### src/rtl/mem_bus_responder_pkg.sv
`default_nettype none
`timescale 1ns/1ps
// ============================================================================
// Module      : mem_bus_responder_pkg
// Description : Shared constants for the SRP16 memory-side responder.
//               Contains the bus widths, the FSM state encodings (2-bit),
//               the default I/O page and the I/O page decode helper.
// Revision    : 1.0 - initial release
// ============================================================================
package mem_bus_responder_pkg;

    localparam int c_ADDR_W = 16;
    localparam int c_DATA_W = 16;
    localparam int c_BYTE_W = 8;
    localparam int c_CNT_W  = 4;

    localparam logic [c_BYTE_W-1:0] c_IO_PAGE_DEFAULT = 8'hFF;

    // Responder FSM encoding
    typedef logic [1:0] state_t;
    localparam state_t c_ST_IDLE   = 2'd0;
    localparam state_t c_ST_SWAIT  = 2'd1;
    localparam state_t c_ST_IOWAIT = 2'd2;
    localparam state_t c_ST_DONE   = 2'd3;

    // The high address byte selects the memory-mapped I/O page.
    function automatic logic is_io_page(input logic [c_ADDR_W-1:0] addr,
                                        input logic [c_BYTE_W-1:0] page);
        return (addr[c_ADDR_W-1:c_BYTE_W] == page);
    endfunction

endpackage
`default_nettype wire

### src/rtl/mem_bus_responder.sv
`default_nettype none
`timescale 1ns/1ps
// ============================================================================
// Module      : mem_bus_responder
// Description : Services the SRP16 control unit's mem_read/mem_write strobes
//               against a byte-wide synchronous SRAM or a memory-mapped I/O
//               page, with configurable SRAM wait states and an I/O ack
//               timeout. Completion is a one-cycle ready pulse.
// Ports       : clk, reset         - clock, synchronous active-high reset
//               abus, din          - core address / data (din[7:0] = byte)
//               mem_read/mem_write - request strobes, held until ready
//               dout, dout_en      - read data {8'h00,byte} and its enable
//               ready, bus_err     - completion pulse, sticky error flag
//               sram_*             - SRAM address/data/enable/write enable
//               io_*               - I/O index/data/strobes/ack
// Revision    : 1.0 - initial release
// ============================================================================
module mem_bus_responder
    import mem_bus_responder_pkg::*;
#(
    parameter int unsigned    WAIT_STATES = 1,   // 0..15
    parameter logic [7:0]     IO_PAGE     = c_IO_PAGE_DEFAULT,
    parameter int unsigned    IO_TIMEOUT  = 15   // 1..16
) (
    input  logic                 clk,
    input  logic                 reset,
    input  logic [c_ADDR_W-1:0]  abus,
    input  logic [c_DATA_W-1:0]  din,
    input  logic                 mem_read,
    input  logic                 mem_write,
    output logic [c_DATA_W-1:0]  dout,
    output logic                 dout_en,
    output logic                 ready,
    output logic                 bus_err,
    output logic [c_ADDR_W-1:0]  sram_addr,
    output logic [c_BYTE_W-1:0]  sram_wdata,
    input  logic [c_BYTE_W-1:0]  sram_rdata,
    output logic                 sram_en,
    output logic                 sram_we,
    output logic [c_BYTE_W-1:0]  io_addr,
    output logic [c_BYTE_W-1:0]  io_wdata,
    input  logic [c_BYTE_W-1:0]  io_rdata,
    output logic                 io_re,
    output logic                 io_we,
    input  logic                 io_ack
);

    // The shared counter counts down to zero; the I/O timeout therefore
    // loads one less than the number of IOWAIT cycles allowed.
    localparam logic [c_CNT_W-1:0] c_WAIT_LOAD = c_CNT_W'(WAIT_STATES);
    localparam logic [c_CNT_W-1:0] c_TMO_LOAD  = c_CNT_W'(IO_TIMEOUT - 1);

    state_t               r_state,      w_state;
    logic [c_CNT_W-1:0]   r_cnt,        w_cnt;
    logic                 r_is_read,    w_is_read;
    logic [c_DATA_W-1:0]  r_dout,       w_dout;
    logic                 r_dout_en,    w_dout_en;
    logic                 r_ready,      w_ready;
    logic                 r_bus_err,    w_bus_err;
    logic [c_ADDR_W-1:0]  r_sram_addr,  w_sram_addr;
    logic [c_BYTE_W-1:0]  r_sram_wdata, w_sram_wdata;
    logic                 r_sram_en,    w_sram_en;
    logic                 r_sram_we,    w_sram_we;
    logic [c_BYTE_W-1:0]  r_io_addr,    w_io_addr;
    logic [c_BYTE_W-1:0]  r_io_wdata,   w_io_wdata;
    logic                 r_io_re,      w_io_re;
    logic                 r_io_we,      w_io_we;

    // Only the low byte of the core data bus is ever written.
    logic w_unused_din_hi;
    assign w_unused_din_hi = ^din[c_DATA_W-1:c_BYTE_W];

    // ------------------------------------------------------------------
    // Next-state and next-output logic
    // ------------------------------------------------------------------
    always_comb begin
        // Pulsed outputs default low; addresses/data hold their last value.
        w_state      = r_state;
        w_cnt        = r_cnt;
        w_is_read    = r_is_read;
        w_dout       = '0;
        w_dout_en    = 1'b0;
        w_ready      = 1'b0;
        w_bus_err    = r_bus_err;
        w_sram_addr  = r_sram_addr;
        w_sram_wdata = r_sram_wdata;
        w_sram_en    = r_sram_en;
        w_sram_we    = 1'b0;
        w_io_addr    = r_io_addr;
        w_io_wdata   = r_io_wdata;
        w_io_re      = 1'b0;
        w_io_we      = 1'b0;

        case (r_state)
            c_ST_IDLE: begin
                if (mem_read && mem_write) begin
                    // Conflicting strobes: refuse the access, complete at once.
                    w_bus_err = 1'b1;
                    w_ready   = 1'b1;
                    w_state   = c_ST_DONE;
                end else if (mem_read || mem_write) begin
                    w_is_read = mem_read;
                    if (is_io_page(abus, IO_PAGE)) begin
                        w_io_addr  = abus[c_BYTE_W-1:0];
                        w_io_wdata = din[c_BYTE_W-1:0];
                        w_io_re    = mem_read;
                        w_io_we    = mem_write;
                        w_cnt      = c_TMO_LOAD;
                        w_state    = c_ST_IOWAIT;
                    end else begin
                        w_sram_en    = 1'b1;
                        w_sram_addr  = abus;
                        w_sram_we    = mem_write;
                        w_sram_wdata = din[c_BYTE_W-1:0];
                        w_cnt        = c_WAIT_LOAD;
                        w_state      = c_ST_SWAIT;
                    end
                end
            end

            c_ST_SWAIT: begin
                if (r_cnt == '0) begin
                    w_sram_en = 1'b0;
                    w_ready   = 1'b1;
                    w_dout_en = r_is_read;
                    if (r_is_read) begin
                        w_dout = {{(c_DATA_W-c_BYTE_W){1'b0}}, sram_rdata};
                    end
                    w_state = c_ST_DONE;
                end else begin
                    w_cnt = r_cnt - 1'b1;
                end
            end

            c_ST_IOWAIT: begin
                // An ack on the final allowed cycle still wins over timeout.
                if (io_ack) begin
                    w_ready   = 1'b1;
                    w_dout_en = r_is_read;
                    if (r_is_read) begin
                        w_dout = {{(c_DATA_W-c_BYTE_W){1'b0}}, io_rdata};
                    end
                    w_state = c_ST_DONE;
                end else if (r_cnt == '0) begin
                    w_ready   = 1'b1;
                    w_bus_err = 1'b1;
                    w_dout_en = r_is_read;
                    if (r_is_read) begin
                        w_dout = {{(c_DATA_W-c_BYTE_W){1'b0}}, 8'hFF};
                    end
                    w_state = c_ST_DONE;
                end else begin
                    w_cnt = r_cnt - 1'b1;
                end
            end

            // Ready is high during this cycle. Strobes are not sampled here,
            // so a strobe still held from the finished access is not repeated.
            c_ST_DONE: begin
                w_state = c_ST_IDLE;
            end

            default: begin
                w_state = c_ST_IDLE;
            end
        endcase
    end

    // ------------------------------------------------------------------
    // State and output registers
    // ------------------------------------------------------------------
    always_ff @(posedge clk) begin
        if (reset) begin
            r_state      <= c_ST_IDLE;
            r_cnt        <= '0;
            r_is_read    <= 1'b0;
            r_dout       <= '0;
            r_dout_en    <= 1'b0;
            r_ready      <= 1'b0;
            r_bus_err    <= 1'b0;
            r_sram_addr  <= '0;
            r_sram_wdata <= '0;
            r_sram_en    <= 1'b0;
            r_sram_we    <= 1'b0;
            r_io_addr    <= '0;
            r_io_wdata   <= '0;
            r_io_re      <= 1'b0;
            r_io_we      <= 1'b0;
        end else begin
            r_state      <= w_state;
            r_cnt        <= w_cnt;
            r_is_read    <= w_is_read;
            r_dout       <= w_dout;
            r_dout_en    <= w_dout_en;
            r_ready      <= w_ready;
            r_bus_err    <= w_bus_err;
            r_sram_addr  <= w_sram_addr;
            r_sram_wdata <= w_sram_wdata;
            r_sram_en    <= w_sram_en;
            r_sram_we    <= w_sram_we;
            r_io_addr    <= w_io_addr;
            r_io_wdata   <= w_io_wdata;
            r_io_re      <= w_io_re;
            r_io_we      <= w_io_we;
        end
    end

    assign dout       = r_dout;
    assign dout_en    = r_dout_en;
    assign ready      = r_ready;
    assign bus_err    = r_bus_err;
    assign sram_addr  = r_sram_addr;
    assign sram_wdata = r_sram_wdata;
    assign sram_en    = r_sram_en;
    assign sram_we    = r_sram_we;
    assign io_addr    = r_io_addr;
    assign io_wdata   = r_io_wdata;
    assign io_re      = r_io_re;
    assign io_we      = r_io_we;

endmodule
`default_nettype wire
### config.mk
export PLATFORM = sky130hd
export DESIGN_NAME = mem_bus_responder
export DESIGN_NICKNAME = d
export VERILOG_FILES = /design/src/rtl/mem_bus_responder_pkg.sv /design/src/rtl/mem_bus_responder.sv
export SDC_FILE = /design/constraint.sdc
export NUM_CORES = 1
export LEC_CHECK = 0
export ABC_AREA = 1
export CORE_MARGIN = 2
export CORE_UTILIZATION = 39
export CTS_CLUSTER_DIAMETER = 50
export DETAILED_ROUTE_END_ITERATION = 6
export PLACE_DENSITY = 0.77
export SETUP_SLACK_MARGIN = 0.15
export SLEW_MARGIN = 20
export SYNTH_ARGS = -nofsm -noshare
export SYNTH_HDL_FRONTEND = slang
export SYNTH_SLANG_ARGS = --single-unit
export TNS_END_PERCENT = 30
### constraint.sdc
create_clock -name clk -period 1.43 [get_ports clk]
set_input_delay 0.143 -clock clk [delete_from_list [all_inputs] [get_ports clk]]
set_output_delay 0.143 -clock clk [all_outputs]
set_load 0.05 [all_outputs]
**After elaboration in Yosys (flattened, before gate mapping)**

Index checks and enable logic that the tools add are counted.

- Register bits after elaboration: 70
- Latch bits: 0
- Memory bits (writable): 0
- Memory bits (read-only): 0
- Bits of input ports: 53
- Output and inout port bits: 63
- Logic and storage cells: 82
- Memories: 0

- $add $sub $neg: 1
- $mul: 0
- Divide/modulo/power cells: 0
- Magnitude comparators: 0
- Equal/unequal tests: 12
- Shift-type cells: 0
- Muxes and demuxes: 35
- Bitwise logic cells: 4
- Reduce and logical (&&, ||, !) cells: 15

Operator list:

| cell | count |
|---|---|
| $mux 8 | 5 |
| $pmux 16 s2 | 1 |
| $mux 4 | 5 |
| $mux 16 | 1 |
| $reduce_and 4->1 | 4 |
| $ne 2x2->1 const B | 7 |
| $mux 1 | 12 |
| $pmux 4 s3 | 1 |
| $mux 2 | 5 |
| $reduce_or 5->1 | 2 |
| $eq 8x8->1 const B | 1 |
| $pmux 2 s4 | 1 |
| $pmux 1 s2 | 3 |
| $reduce_and 5->1 | 1 |
| $eq 2x2->1 const B | 2 |
| $logic_not 4->1 | 1 |
| $not 1->1 | 4 |
| $reduce_bool 2->1 | 2 |
| $sub 4x1->4 const B | 1 |
| $ne 3x3->1 const B | 1 |
| $pmux 1 s3 | 1 |
| $reduce_and 3->1 | 1 |
| $reduce_bool 3->1 | 1 |
| $eq 2x1->1 const B | 1 |
| other kinds (3) | 3 |

**Depth between registers and ports, before layout**

- Word-level depth: 5
- Depth in mapped cells: 10
- Gate-level depth less buffers: 9

**Least setup slack after synthesis**

Ideal clock, no wire load.

- Path kind: reg-to-reg
- Start point: register r_state[0]
- End point: register r_cnt[1]
- Setup time: 0.123 ns
- Arrival time: 1.311 ns
- Required time: 1.307 ns
- Setup slack: -0.004 ns
- Stages on the path, launching flop included: 8
- Buffers on the path: 0
- Clock period less this slack: 1.434 ns
- Path through: dfxtp_1 inv_1 ha_1 nor2_1 nor2_1 nand3_2 nor2_1 a21oi_1

- Word-level cells in the longest chain between the ends: 3
- Elaborated cells between the ends (all ways): 9
- Those cells by class: 5 x eq/ne; 1 x mux; 3 x reduce/logical

RTL lines:

| item | RTL line | text |
|---|---|---|
| start, declared | mem_bus_responder.sv:53 | `state_t r_state, w_state;` |
| start signal, assigned | mem_bus_responder.sv:174 | `r_state <= c_ST_IDLE;` |
| start signal, assigned | mem_bus_responder.sv:190 | `r_state <= w_state;` |
| $eq 2x2->1, or another cell as far along | mem_bus_responder.sv:94 | `case (r_state)` |
| $ne 2x2->1 (no source line) / $reduce_bool 3->1 (equally long branches) | - |  |
| $reduce_and 4->1 (no source line) | - |  |
| end signal, assigned | mem_bus_responder.sv:191 | `r_cnt <= w_cnt;` |
| end, declared | mem_bus_responder.sv:54 | `logic [c_CNT_W-1:0] r_cnt, w_cnt;` |

Several ways; a longest one is shown, not always the timed one.
A chain may end at the register's enable or synchronous reset.

**Worst setup path after layout**

- Start point: register r_state[1]
- End point: register r_cnt[1]

Same word-level chain as after synthesis.

==> qor.yml <==
status: "complete, but fails checks"
violations: "negative setup slack"
drv_slew: 0
synth_cell_type_count: 30
viasPerCell: 4.91
io_buffers: 99
endpoint_kind: "register"
clock_path_buffers: 2
grt_max_degree: 18
diodes: 0
pre_cts_ws_ns: -0.341
power.density_nw_per_um2: 1480
dp_hpwl_um: 5810
cp-start-kind: "register"
die_height_um: 89.2
grt_pass1_wl_um: 12800
gp_congestion: 0.857
period_minus_slack_ns: 1.43
die_x_um: 89.2
rsz0062_at_grt: "yes"
drive_gt1_share_pct: 34.9
total_leakage_power_uw: 0.00196
synthArstFlopShare_pct: 0
firstDrtPassIters: 4
fmax_ghz: 0.698
maxCapViolCount: 0
h-tree-depth: 3
met1Wirelength_um: 3600
avgSynthCellArea_um2: 7.67
synth-main-ff-cell: "dfxtp_1"
dr_total_vias: 2961
antenna_found_initial: 0
grt.total_usage_pct: 20.7
synthToLayoutAreaGrowth_pct: 56.8
route.met2.wl_um: 4300
grt_pass1_vias: 2792
met3_length_um: 504
nets: 559
post-route-period-util_pct: 100
fin_util_pct: 62.2
top_layer: "met4"
worstPathMaxFanout: 6
start_util_pct: 39.7
rrSetupSlack_ns: -0.002
clock_sinks: 62
dieArea_um2: 7950
tritoncts: "built"
ys_seq_area_share_pct: 43.9
crit_arrival_ns: 1.66
syn_inst: 369
final_hold_viol_count: 0
syn_area_um2: 2830
rows: 31
ios: 116
skew_ns: 0.00970
routed_wl_um: 8530
crit_required_ns: 1.65
crit_type: "register to register"
path_clk_slew_ns: 0.07
synth-seq-cells: 62
post_drt_wl_per_cell_um: 14.1
clock_latency_ns: 0.33
synth-edff-count: 0
ir_drop_v: 0.000617
ctsRootBufferMaster: "clkbuf_8"
synth_warnings: 0
dr.first_iter.drc_count: 180
fin_ws_ns: -0.00195
overflow: 0
coreArea_um2: 7140
setup_violations: 2
drtAntennaViolNets: 0
drc: 0
cts_buffers: 9
hp-class: "input pin to register"
[metal layers]
layer / up-vias / global-route usage (%)
met2: 94 / 36.2
met3: 8 / 5.26
li1: 1467 / -
met5: - / 0
met1: 1392 / 24.4
met4: 0 / 8.01
[critical path: stages, from the launching register on]
cell and delay (ns):
dfxtp_4 0.36, inv_4 0.07, ha_4 0.17, buf_6 0.14, nor2_1 0.06, nor2_2 0.16, nand3_4 0.15, nor2_4 0.15
a21oi_1 0.07
[final timing paths]
path / startpoint / endpoint / cells past startpoint
setup / recovery: r_state[1] / r_cnt[1] / 8
hold / removal: sram_rdata[0] / dout[0] / 3
hold reg to reg: sram_addr[10] / sram_addr[10] / 2
setup reg to reg: r_state[1] / r_cnt[1] / 8
[per-stage QoR]
step	power [uW]	instances	setup TNS (ns)	area, um^2	hold slack [ns]
after floorplan	3830	376	0	2900	0.271
after global placement	4590	580	-12.02	3980	0.451
after detailed placement	4640	580	-13.67	3980	0.454
after CTS	6390	603	0	4330	0.360
after global routing	6910	603	-0.217	4440	0.374
final	6580	603	-0.00202	4440	0.372
[cell families after synthesis]
group	after synthesis	share of synthesized area, %
AOI/OAI and AO/OA	67	12.1
other	1	0.132
and+or+nand+nor	182	31.3
buffers and inverters	50	9.59
adders and majority gates	7	3.09
DFF	62	43.9
[cell usage in the layout, fill, tap and decap left out, types with 4 or more instances in the layout]
master,count
nand4_1,26
conb_1,8
nand2_2,11
a21oi_2,4
nor2_1,30
dfxtp_1,60
inv_1,15
o21ai_0,5
o21ai_1,16
nand3_1,10
buf_12,5
clkbuf_8,9
buf_4,86
nor2_2,19
nand2_1,69
nor2_4,4
clkdlybuf4s50_1,44
a21oi_1,39
[area by class of cell]
class,instances,area (um^2)
inverters,22,100
repair buffers,140,1260
multi-input cells,264,1520
flip-flops and latches,62,1250
clock inverters,4,47.5
clock buffers,12,135
well taps,99,124
fillers,640,2700
[power breakdown]
group	switching [uW]	internal, uW
clock network	648	801
logic	1830	1220
registers	142	1940
[flip-flops by register name, summed over array words and instances (netlist names), 2 cells and up]
register and flops:
r_cnt 4, sram_wdata 8, io_wdata 8, r_state 2, dout 8, sram_addr 16, io_addr 8
[cell usage after synthesis (2+ instances only)]
master,instances,area (um^2)
nand2_1,81,304
dfxtp_1,62,1240
a21oi_1,43,215
nor2_1,39,146
nand4_1,26,163
inv_1,20,75.1
buf_4,14,105
nand3_1,12,60.1
nor2_2,12,75.1
o21ai_0,11,55.1
o21ai_1,11,55.1
ha_1,7,87.6
buf_2,5,25.0
clkbuf_1,5,18.8
buf_6,3,33.8
nand3_2,2,20.0
nor2_4,2,22.5
nor2_8,2,40.0
[what timing repair did]
item | 4_1_cts | 5_1_grt
setup buffers | 6 | 0
hold buffers | 0 | 0
resized for setup | 28 | 33
cloned | 1 | 0
endpoints found under the setup margin | 59 | 61
pin swaps | 17 | 51
Note: power is estimated with default switching activity, not from simulation.
